===== src/rtl/core_commit_pkg.sv =====
// Shared types and default constants for the Selen retire stage.
// Record types here are sized for the default 32-bit datapath.
package core_commit_pkg;

    localparam int CC_XLEN         = 32;
    localparam int TRACE_DEPTH_DEF = 4;
    localparam int WDOG_LIMIT_DEF  = 1024;
    localparam int WDOG_W_DEF      = 16;

    typedef struct packed {
        logic [CC_XLEN-1:0] pc;
        logic [31:0]        instr;
        logic [4:0]         rd;
        logic               rd_we;
        logic [CC_XLEN-1:0] data;
        logic               excp;
    } commit_rec_t;

    typedef struct packed {
        logic [CC_XLEN-1:0] pc;
        logic [31:0]        instr;
    } trace_rec_t;

    typedef enum logic [1:0] {
        WDOG_IDLE = 2'd0,
        WDOG_RUN  = 2'd1,
        WDOG_HANG = 2'd2
    } wdog_state_e;

endpackage


===== src/rtl/core_commit_fifo.sv =====
// Synchronous FIFO for trace records; the head is read combinationally
// from storage, and a push into a full FIFO is accepted only with a pop.
module core_commit_fifo
    import core_commit_pkg::*;
#(
    parameter type rec_t = trace_rec_t,
    parameter int  DEPTH = TRACE_DEPTH_DEF
) (
    input  logic clk,
    input  logic rst,
    input  logic push,
    input  rec_t wdata,
    input  logic pop,
    output rec_t rdata,
    output logic full,
    output logic empty
);

    localparam int AW = $clog2(DEPTH);

    rec_t           mem [DEPTH];
    logic [AW:0]    wr_ptr_reg;
    logic [AW:0]    rd_ptr_reg;
    logic           wr_en;
    logic           rd_en;

    assign empty = (wr_ptr_reg == rd_ptr_reg);
    assign full  = (wr_ptr_reg[AW] != rd_ptr_reg[AW]) &&
                   (wr_ptr_reg[AW-1:0] == rd_ptr_reg[AW-1:0]);

    // When full, the slot being written is the one leaving through the head.
    assign wr_en = push & (~full | pop);
    assign rd_en = pop & ~empty;

    always_ff @(posedge clk) begin
        if (wr_en) begin
            mem[wr_ptr_reg[AW-1:0]] <= wdata;
        end
    end

    always_ff @(posedge clk) begin
        if (rst) begin
            wr_ptr_reg <= '0;
            rd_ptr_reg <= '0;
        end else begin
            if (wr_en) wr_ptr_reg <= wr_ptr_reg + 1'b1;
            if (rd_en) rd_ptr_reg <= rd_ptr_reg + 1'b1;
        end
    end

    assign rdata = mem[rd_ptr_reg[AW-1:0]];

endmodule


===== src/rtl/core_commit_stage.sv =====
// Retire stage: commit record register, instret counter, no-commit
// watchdog and a trace FIFO fed from the commit register.
module core_commit_stage
    import core_commit_pkg::*;
#(
    parameter int XLEN        = CC_XLEN,
    parameter int TRACE_DEPTH = TRACE_DEPTH_DEF,
    parameter int WDOG_LIMIT  = WDOG_LIMIT_DEF,
    parameter int WDOG_W      = WDOG_W_DEF
) (
    input  logic            clk,
    input  logic            rst,
    input  logic            wb_val,
    input  logic [XLEN-1:0] wb_pc,
    input  logic [31:0]     wb_instr,
    input  logic [4:0]      wb_rd,
    input  logic            wb_rd_we,
    input  logic [XLEN-1:0] wb_data,
    input  logic            wb_excp,
    input  logic            flush,
    output logic            commit_val,
    output logic [XLEN-1:0] commit_pc,
    output logic [31:0]     commit_instr,
    output logic [4:0]      commit_rd,
    output logic            commit_rd_we,
    output logic [XLEN-1:0] commit_data,
    output logic            commit_excp,
    output logic [63:0]     instret,
    output logic            hang,
    output logic            trace_val,
    input  logic            trace_rdy,
    output logic [XLEN-1:0] trace_pc,
    output logic [31:0]     trace_instr,
    output logic            trace_ovf
);

    // Record layouts follow XLEN rather than the package default width.
    typedef struct packed {
        logic [XLEN-1:0] pc;
        logic [31:0]     instr;
        logic [4:0]      rd;
        logic            rd_we;
        logic [XLEN-1:0] data;
        logic            excp;
    } commit_rec_x_t;

    typedef struct packed {
        logic [XLEN-1:0] pc;
        logic [31:0]     instr;
    } trace_rec_x_t;

    logic           ret;
    logic           commit_val_reg;
    commit_rec_x_t  commit_rec_reg;
    logic [63:0]    instret_reg;
    wdog_state_e    wdog_state_reg, wdog_state_next;
    logic [WDOG_W-1:0] wdog_cnt_reg, wdog_cnt_next;
    logic           trace_ovf_reg;

    trace_rec_x_t   fifo_wdata;
    trace_rec_x_t   fifo_rdata;
    logic           fifo_full;
    logic           fifo_empty;
    logic           fifo_pop;

    assign ret = wb_val & ~flush & ~rst;

    always_ff @(posedge clk) begin
        if (rst) begin
            commit_val_reg <= 1'b0;
            commit_rec_reg <= '0;
        end else begin
            commit_val_reg <= ret;
            if (ret) begin
                commit_rec_reg.pc    <= wb_pc;
                commit_rec_reg.instr <= wb_instr;
                commit_rec_reg.rd    <= wb_rd;
                commit_rec_reg.rd_we <= wb_rd_we & ~wb_excp;
                commit_rec_reg.data  <= wb_data;
                commit_rec_reg.excp  <= wb_excp;
            end
        end
    end

    always_ff @(posedge clk) begin
        if (rst) begin
            instret_reg <= '0;
        end else if (ret) begin
            instret_reg <= instret_reg + 64'd1;
        end
    end

    always_ff @(posedge clk) begin
        if (rst) begin
            wdog_state_reg <= WDOG_IDLE;
            wdog_cnt_reg   <= '0;
        end else begin
            wdog_state_reg <= wdog_state_next;
            wdog_cnt_reg   <= wdog_cnt_next;
        end
    end

    // Trips on the idle cycle that brings the counter to WDOG_LIMIT-1.
    always_comb begin
        wdog_state_next = wdog_state_reg;
        wdog_cnt_next   = wdog_cnt_reg;
        unique case (wdog_state_reg)
            WDOG_IDLE: begin
                if (ret) begin
                    wdog_state_next = WDOG_RUN;
                    wdog_cnt_next   = '0;
                end
            end
            WDOG_RUN: begin
                if (ret) begin
                    wdog_cnt_next = '0;
                end else begin
                    wdog_cnt_next = wdog_cnt_reg + 1'b1;
                    if (wdog_cnt_reg == WDOG_W'(WDOG_LIMIT - 2)) begin
                        wdog_state_next = WDOG_HANG;
                    end
                end
            end
            WDOG_HANG: begin
                wdog_state_next = WDOG_HANG;
            end
            default: begin
                wdog_state_next = WDOG_IDLE;
                wdog_cnt_next   = '0;
            end
        endcase
    end

    assign fifo_wdata.pc    = commit_rec_reg.pc;
    assign fifo_wdata.instr = commit_rec_reg.instr;
    assign fifo_pop         = ~fifo_empty & trace_rdy;

    core_commit_fifo #(
        .rec_t (trace_rec_x_t),
        .DEPTH (TRACE_DEPTH)
    ) u_trace_fifo (
        .clk   (clk),
        .rst   (rst),
        .push  (commit_val_reg),
        .wdata (fifo_wdata),
        .pop   (fifo_pop),
        .rdata (fifo_rdata),
        .full  (fifo_full),
        .empty (fifo_empty)
    );

    always_ff @(posedge clk) begin
        if (rst) begin
            trace_ovf_reg <= 1'b0;
        end else if (commit_val_reg & fifo_full & ~fifo_pop) begin
            trace_ovf_reg <= 1'b1;
        end
    end

    assign commit_val   = commit_val_reg;
    assign commit_pc    = commit_rec_reg.pc;
    assign commit_instr = commit_rec_reg.instr;
    assign commit_rd    = commit_rec_reg.rd;
    assign commit_rd_we = commit_rec_reg.rd_we;
    assign commit_data  = commit_rec_reg.data;
    assign commit_excp  = commit_rec_reg.excp;
    assign instret      = instret_reg;
    assign hang         = (wdog_state_reg == WDOG_HANG);
    assign trace_val    = ~fifo_empty;
    // Empty storage is never shown, so the head reads 0 until a record lands.
    assign trace_pc     = fifo_empty ? '0 : fifo_rdata.pc;
    assign trace_instr  = fifo_empty ? '0 : fifo_rdata.instr;
    assign trace_ovf    = trace_ovf_reg;

endmodule


===== config.mk =====
export PLATFORM = sky130hd
export DESIGN_NAME = core_commit_stage
export DESIGN_NICKNAME = d
export VERILOG_FILES = /design/src/rtl/core_commit_pkg.sv /design/src/rtl/core_commit_fifo.sv /design/src/rtl/core_commit_stage.sv
export SDC_FILE = /design/constraint.sdc
export NUM_CORES = 1
export LEC_CHECK = 0
export ABC_AREA = 1
export CORE_ASPECT_RATIO = 0.6
export CORE_MARGIN = 3
export CORE_UTILIZATION = 48
export CTS_CLUSTER_SIZE = 28
export DETAILED_ROUTE_END_ITERATION = 7
export PLACE_DENSITY = 0.81
export RECOVER_POWER = 25
export SLEW_MARGIN = 20
export SYNTH_ARGS = -nofsm -noshare
export SYNTH_HDL_FRONTEND = slang
export SYNTH_HIERARCHICAL = 1
export SYNTH_SLANG_ARGS = --single-unit

===== constraint.sdc =====
create_clock -name clk -period 4.4 [get_ports clk]
set_input_delay 0.44 -clock clk [delete_from_list [all_inputs] [get_ports clk]]
set_output_delay 0.44 -clock clk [all_outputs]
set_load 0.05 [all_outputs]

==> results by group, run 1 <==
Status
  • Outcome: finished clean

CTS
  • Clk root buf: clkbuf_16
  • TritonCTS clock tree: built
  • Clock buffer count from CTS: 43
  • Max Buffers Root-to-Sink: 3
  • H-Tree Depth: 2
  • # Post-CTS Setup Buffers: 0
  • Clock Latency Late Sink: 0.57 ns
  • Clock transition at path regs: about 0.060 ns
  • Hold Buf Count CTS: 0
  • Clock Sinks: 451
  • Post-CTS Resized: 0

Timing
  • Fmax: 255 MHz
  • Final Skew: 0.0193 ns
  • Slew Limit Fails: 0
  • Post-route worst setup slack: 0.481 ns
  • Final min period: approximately 3.9 ns
  • Worst-Margin Slew: 1.00 ns
  • Final period util: between 80% and 90%
  • Post-route setup TNS: 0 ns
  • Max_slew headroom: 33.1%
  • # setup viols final: 0
  • RSZ-0062 raised after global routing: no
  • Fin. Hold Viols: 0

Layout
  • Fin util: 63.2%
  • Diodes inserted: 0
  • Commonest non-fill, non-tap cell in the layout: nand2_1
  • Most frequent cells in the layout: 429 x nand2_1, 368 x nor2_1, 341 x clkdlybuf4s50_1, 256 x edfxtp_1, 252 x inv_1
  • Fin nets: 2561
  • Number of flip-flops under the largest register name: around 260
  • Finished Layout Cells: 2987
  • Layout overhead on the synthesized area: 27.3%
  • Layout cells sized above 1: under 10%
  • Fillcell total: a little over 3000

Global route
  • Total global routing overflow: 0
  • Tot GR Track Use: 23.8%
  • Largest net degree at the start of global routing: 111
  • Vias in the first global route: 14834
  • First-pass GRT wire length: 81.2 mm
  • Initial antenna violation count: 0

Power and ir drop
  • Worst vdd ir: about 0.22 mV
  • Combinational share of power: 14.6%
  • Psw: 2.69 mW
  • Sequential share of power: about 48%
  • Internal: between 7 and 8 mW
  • Clock power frac: 37.8%
  • Power per Cell Area: 405 mW/mm^2
  • Static leakage: 9.52 nW
  • Switch share: 27.3%

Die
  • DIE WIDTH: 264 um
  • Initial Utilization: 49.7%
  • Core Box Area: about 0.038 mm^2
  • Std cell rows: 55
  • Boundary Pins: approximately 340
  • Die area: 0.0423 mm^2
  • Die Y: approximately 160 um

Worst hold path
  • Worst hold path class: in -> reg

Setup path
  • Worst path arrival time: between 3 and 4 ns
  • CP Capture Type: output pin
  • Crit-path max FO: between 70 and 80
  • Kind of critical path: reg -> out
  • CP required: 3.96 ns
  • Crit path launch type: register

Logic synthesis
  • Synthesized instance count: 2131
  • Top cells by area, synth: edfxtp_1 40%, dfxtp_1 20%, nand2_1 8.4%
  • Net Count, Synth: between 2000 and 2500
  • Synth top area share: 40.2%
  • Yosys cell types: 42
  • Yosys warning total: 6
  • Post-synth top area cell: edfxtp_1
  • Main synth FF type: edfxtp_1
  • Register area share after synthesis: 60.7%
  • Number of synthesized flops with an enable pin: 256
  • Ys async rst share: 0%
  • Syn Area/Cell: around 9 um^2
  • Mapped Area: 0.0191 mm^2
  • Yosys reg bits: 451

Drt
  • Number of DRC markers in iteration 0: 1311
  • Drt drc: 0
  • DR pass1 iterations: 6
  • Total routed wirelength: 51.6 mm
  • WL/cell: roughly 17 um
  • Final ANT Viol Nets: 0
  • Via count: 15653
  • Routed vias/inst: between 5 and 6

Placement
  • Post-Place Cells: 2910
  • Buffers added on ports: 342
  • Post-DP HPWL: ~35 mm
  • Place WS: a little over 1 ns
  • Gpl congestion: 0.966

Run
  • Max Cap Viol: 0
[power by group through the flow]
| stage | Combinational (mW) | Clock [mW] | Sequential (mW) |
|---|---|---|---|
| floorplan | 0.727 | 0 | 4.97 |
| global placement | 1.41 | 0 | 4.77 |
| detailed placement | 1.44 | 0 | 4.78 |
| CTS | 1.44 | 3.79 | 4.69 |
| global route | 1.55 | 3.99 | 4.71 |
| finish | 1.44 | 3.73 | 4.69 |
[layout make-up]
cell class / count / area [um^2] / area share, %
multi-input combinational: 1329 / 6090 / 25.0
inverter: 258 / 973 / 4.00
tap: 513 / 642 / 2.64
timing repair buffer: 359 / 3610 / 14.8
clock buffer: 52 / 1120 / 4.60
clock inverter: 25 / 293 / 1.20
sequential: 451 / 11600 / 47.7
[final timing paths]
kind	from	to	slack, ns	cells past startpoint
worst max-delay path	register	trace_pc[6]	0.48	7
worst min-delay path	wb_instr[3]	commit_instr[3]	0.44	3
worst max register to register	u_trace_fifo/wr_ptr_reg[1]	u_trace_fifo/mem[1][48]	0.97	11
worst min register to register	commit_data[29]	commit_data[29]	0.46	2
[cell usage after synthesis (2+ instances only)]
library cell,instances
buf_6,12
buf_1,6
nand3b_1,3
nor2_1,371
xor2_1,10
nor2_2,13
buf_4,7
o22ai_1,64
nand2_1,429
nor2_4,6
nor3_1,18
nand4_1,21
inv_2,3
edfxtp_1,256
nor3_2,2
nor3b_1,4
xnor2_1,4
o21ai_1,58
nand2_2,5
ha_1,11
a21oi_1,62
buf_2,19
nand3_1,59
clkbuf_1,45
and3_1,2
o21bai_1,2
clkbuf_2,3
inv_1,254
dfxtp_1,195
a31oi_1,3
o21ai_0,173
[metal layers]
metal | part of all wire, % | vias to the layer above | global-route usage (%)
met2 | 47 | 589 | 39.6
met5 | 0 | - | 0
met4 | 2.1 | 0 | 5.86
met3 | 6.8 | 78 | 3.92
met1 | 44 | 7388 | 32.7
li1 | - | 7598 | -
[kinds of logic after synthesis]
logic type	share of synthesized area, %
fa+ha+maj	0.720
buf+inv	7.72
compound gates	10.1
simple gates	20.1
xor+xnor	0.727
flops	60.7
[metrics by stage]
| stage | hold WS [ns] | cell area (um^2) | power (mW) |
|---|---|---|---|
| 6_report | 0.440 | 24300 | 9.86 |
| 2_1_floorplan | 0.449 | 19100 | 5.70 |
| 3_5_place_dp | 0.454 | 22900 | 6.22 |
| 4_1_cts | 0.424 | 24300 | 9.93 |
| 3_3_place_gp | 0.449 | 22900 | 6.18 |
| 5_1_grt | 0.436 | 24300 | 10.2 |
[worst max-delay path: stages, from the launching register on]
cell and delay [ns]:
dfxtp_4 0.55, inv_4 0.53, buf_4 0.46, nor2_1 0.09, o22ai_1 0.25, inv_1 0.06, nor2_1 0.11, clkdlybuf4s50_1 0.82
Note: power is estimated with default switching activity, not from simulation.
==> run 2, diff against run 1 <==
SYNTH_HIERARCHICAL = not set   (was 1)
clock period = 3.1 ns   (was 4.4 ns; I/O delays follow)
==> run 2 against run 1 <==
Effect of this change:
- count of clock-buffer cells in the layout is 3 higher
- global-route usage increased by 0.86 points
- register-to-register slack got worse by 0.03 ns
- routed wire length rose by 0.68%
- design area decreased by 1.4%
- via count decreased by 1.5%
- critical endpoint is now trace_instr[2]
- largest power group unchanged
==> results by group, run 2 <==
Power and ir drop
  • Power per Cell Area: 624 mW/mm^2 (+54%)
  • Tot Pwr: 15.0 mW (+52%)
  • Worst vdd ir: 0.419 mV (+92%)
  • Static leakage: 9.34 nW (-1.8%)

Setup path
  • Kind of critical path: reg -> out
  • Worst path slowest cell: buf_4
  • Largest stage delay on the critical path: 0.58 ns (-0.24 ns)
  • CP required: 2.79 ns (-1.17 ns)
  • Crit path top cell by count: buf_4
  • FF-to-FF setup slack: 0.94 ns (-0.03 ns)
  • Crit path launch type: register
  • Critical path cell sequence: xor2_1 > a21oi_1 > nand2_2 > buf_4 > nand2_1 > inv_1 > buf_4
  • CP Capture Type: output pin
  • Worst path arrival time: 2.53 ns (-0.95 ns)
  • Crit-path max FO: 65 (-12%)

CTS
  • TritonCTS clock tree: built
  • Clock Latency Late Sink: 0.56 ns (about the same)
  • Clock buffer count from CTS: 43 (unchanged)
  • Post-CTS Resized: 0 (unchanged)
  • Clock Sinks: 451 (unchanged)
  • Hold Buf Count CTS: 0 (unchanged)
  • Max Buffers Root-to-Sink: 3 (unchanged)
  • H-Tree Depth: 2 (unchanged)
  • Clk root buf: clkbuf_16
  • # Post-CTS Setup Buffers: 0 (unchanged)
  • Clock transition at path regs: 0.06 ns (about the same)

Timing
  • Final min period: 2.84 ns
  • Slew Limit Fails: 0 (unchanged)
  • RSZ-0062 raised after global routing: no
  • Worst-Margin Slew: 0.854 ns (-0.148 ns)
  • Post-route worst setup slack: 0.261 ns (-0.220 ns)
  • Fin. Hold Viols: 0 (unchanged)
  • Fmax: 352 MHz
  • Final period util: 91.6%
  • Final Skew: 0.0209 ns (+0.00159 ns)
  • Max_slew headroom: 43.1% (+10 points)
  • # setup viols final: 0 (unchanged)

Drt
  • Total routed wirelength: 51.9 mm (+0.68%)
  • WL/cell: 17.9 um (+3.6%)
  • Drt drc: 0 (unchanged)
  • Met3 WL: 3.84 mm (+9.6%)
  • Number of DRC markers in iteration 0: 1454 (+11%)
  • DR pass1 iterations: 5 (-1)
  • Met2 WL: 23.5 mm (-3.1%)
  • Highest metal used: met4
  • Via count: 15418 (-1.5%)
  • Met1 wire length: 22.7 mm (+0.29%)
  • Routed vias/inst: 5.31 (+1.3%)
  • Final ANT Viol Nets: 0 (unchanged)

Global route
  • Total global routing overflow: 0 (unchanged)
  • First-pass GRT wire length: 81.8 mm (+0.70%)
  • Initial antenna violation count: 1 (+1)
  • Tot GR Track Use: 24.6% (+0.86 points)
  • Vias in the first global route: 14770 (-0.43%)
  • Largest net degree at the start of global routing: 149 (+34%)

Logic synthesis
  • Compound-Gate Fraction of Synth Area: 7.62% (-2.5 points)
  • Syn Area/Cell: 9.19 um^2 (+2.5%)
  • Top post-synthesis cells by count: 474 x nand2_1, 351 x nor2_1, 256 x edfxtp_1
  • Register area share after synthesis: 61.7% (+1.0 points)
  • Yosys cell types: 37 (-12%)
  • Yosys warning total: 0 (-6)
  • Top cells by area, synth: edfxtp_1 41%, dfxtp_1 21%, nand2_1 9.5%
  • Ys async rst share: 0% (unchanged)
  • Synth top area share: 40.9% (+0.67 points)
  • XOR/XNOR Fraction of Synth Area: 0.746% (+0.019 points)
  • Net Count, Synth: 2163 (-3.9%)
  • Yosys reg bits: 451 (unchanged)
  • Post-synth top area cell: edfxtp_1
  • Synthesized instance count: 2044 (-4.1%)
  • Mux cell area share after synthesis: 0% (unchanged)
  • Mapped Area: 0.0188 mm^2 (-1.6%)
  • Top-count cell post-synth: nand2_1
  • Number of synthesized flops with an enable pin: 256 (unchanged)
  • Main synth FF type: edfxtp_1
  • Synthesized-area fraction occupied by adder cells: 0.732% (+0.012 points)
  • Simple-gate share of the synthesized area: 23.3% (+3.3 points)
  • Main combinational cell family by area after synthesis: simple AND/OR/NAND/NOR gates

Worst hold path
  • Worst hold path class: in -> reg

Die
  • DIE WIDTH: 261 um (-0.81%)
  • Core Box Area: 0.0381 mm^2 (-0.89%)
  • Std cell rows: 55 (unchanged)
  • Die Y: 159 um (-0.79%)
  • Boundary Pins: 343 (unchanged)
  • Die area: 0.0416 mm^2 (-1.6%)
  • Initial Utilization: 49.3% (-0.38 points)

Placement
  • Place WS: 0.592 ns (-0.428 ns)
  • Buffers added on ports: 342 (unchanged)
  • Post-DP HPWL: 34.8 mm (about the same)
  • Gpl congestion: 0.940 (-2.7%)
  • Post-Place Cells: 2824 (-3.0%)

Layout
  • Fin nets: 2475 (-3.4%)
  • Commonest non-fill, non-tap cell in the layout: nand2_1
  • Layout cells sized above 1: 8.41% (+3.5 points)
  • Number of flip-flops under the largest register name: 256 (unchanged)
  • Fillcell total: 3007 (-1.2%)
  • Layout overhead on the synthesized area: 27.5%
  • Most frequent cells in the layout: 473 x nand2_1, 347 x nor2_1, 278 x clkdlybuf4s50_1, 256 x edfxtp_1, 193 x dfxtp_1
  • Fin util: 62.9% (-0.35 points)
  • Finished Layout Cells: 2904 (-2.8%)

Status
  • Outcome: finished clean

Run
  • Max Cap Viol: 0 (unchanged)
[run 2: cell count changes in the layout (fill, tap and decap cells not counted), moves of 21 or more]
cell / before / now
buf_4: 12 / 73
clkdlybuf4s50_1: 341 / 278
o22ai_1: 64 / 0
inv_1: 252 / 182
o21ai_0: 173 / 96
nor2_1: 368 / 347
nand3_1: 59 / 145
o21ai_1: 58 / 7
nand2_1: 429 / 473
o32ai_1: 0 / 64
[run 2: power by group]
part	internal (mW)	leakage (nW)	switching, mW
clock network	2.81	0.678	2.27
logic	0.964	4.76	2.32
registers	6.45	3.90	0.156
[run 2: final cells by class]
type                            count  area, um^2  share of cell area, %
Tap cell                          513         642                   2.68
Clock buffer                       55        1190                   4.95
Sequential cell                   451       11600                   48.4
Clock inverter                     24         175                  0.731
Multi-Input combinational cell   1311        6130                   25.6
Antenna cell                        1        2.50                 0.0104
Inverter                          188         709                   2.96
Timing Repair Buffer              361        3520                   14.7
[run 2: worst max-delay path, delay by kind of cell, from the launching register on]
family / cells / cell delay, ns
and+or+nand+nor: 2 / 0.24
xor gates and xnor gates: 1 / 0.19
DFF: 1 / 0.40
buffers and inverters: 3 / 0.93
AOI/OAI and AO/OA: 1 / 0.11
[run 2: metrics by stage]
stage / setup TNS (ns) / area [um^2] / hold slack [ns]
3_5_place_dp: 0 / 22600 / 0.446
4_1_cts: 0 / 24000 / 0.263
3_3_place_gp: 0 / 22600 / 0.442
2_1_floorplan: -263.57 / 18800 / 0.413
5_1_grt: 0 / 24000 / 0.277
6_report: 0 / 24000 / 0.290
[run 2: cells by family (layout without fill, tap and decap cells)]
| logic type | after synthesis | count (layout) |
|---|---|---|
| buffers and inverters | 282 | 628 |
| xor gates and xnor gates | 16 | 16 |
| adders and majority gates | 11 | 11 |
| DFF | 451 | 451 |
| and+or+nand+nor | 1051 | 1051 |
| other | 0 | 1 |
| AOI/OAI and AO/OA | 233 | 233 |
[run 2: final timing paths]
kind | startpoint | depth (start not counted) | endpoint
hold / removal | wb_instr[31] | 3 | commit_instr[31]
hold reg to reg | trace_ovf | 2 | trace_ovf
setup reg to reg | u_trace_fifo.wr_ptr_reg[0] | 6 | u_trace_fifo.mem[2][57]
setup / recovery | u_trace_fifo.wr_ptr_reg[0] | 7 | trace_instr[2]
[run 2: metal layers]
metal	vias to the layer above	global-route usage, %
met4	0	8.68
met1	7301	34.4
li1	7420	-
met5	-	0
met2	587	38.3
met3	110	5.02
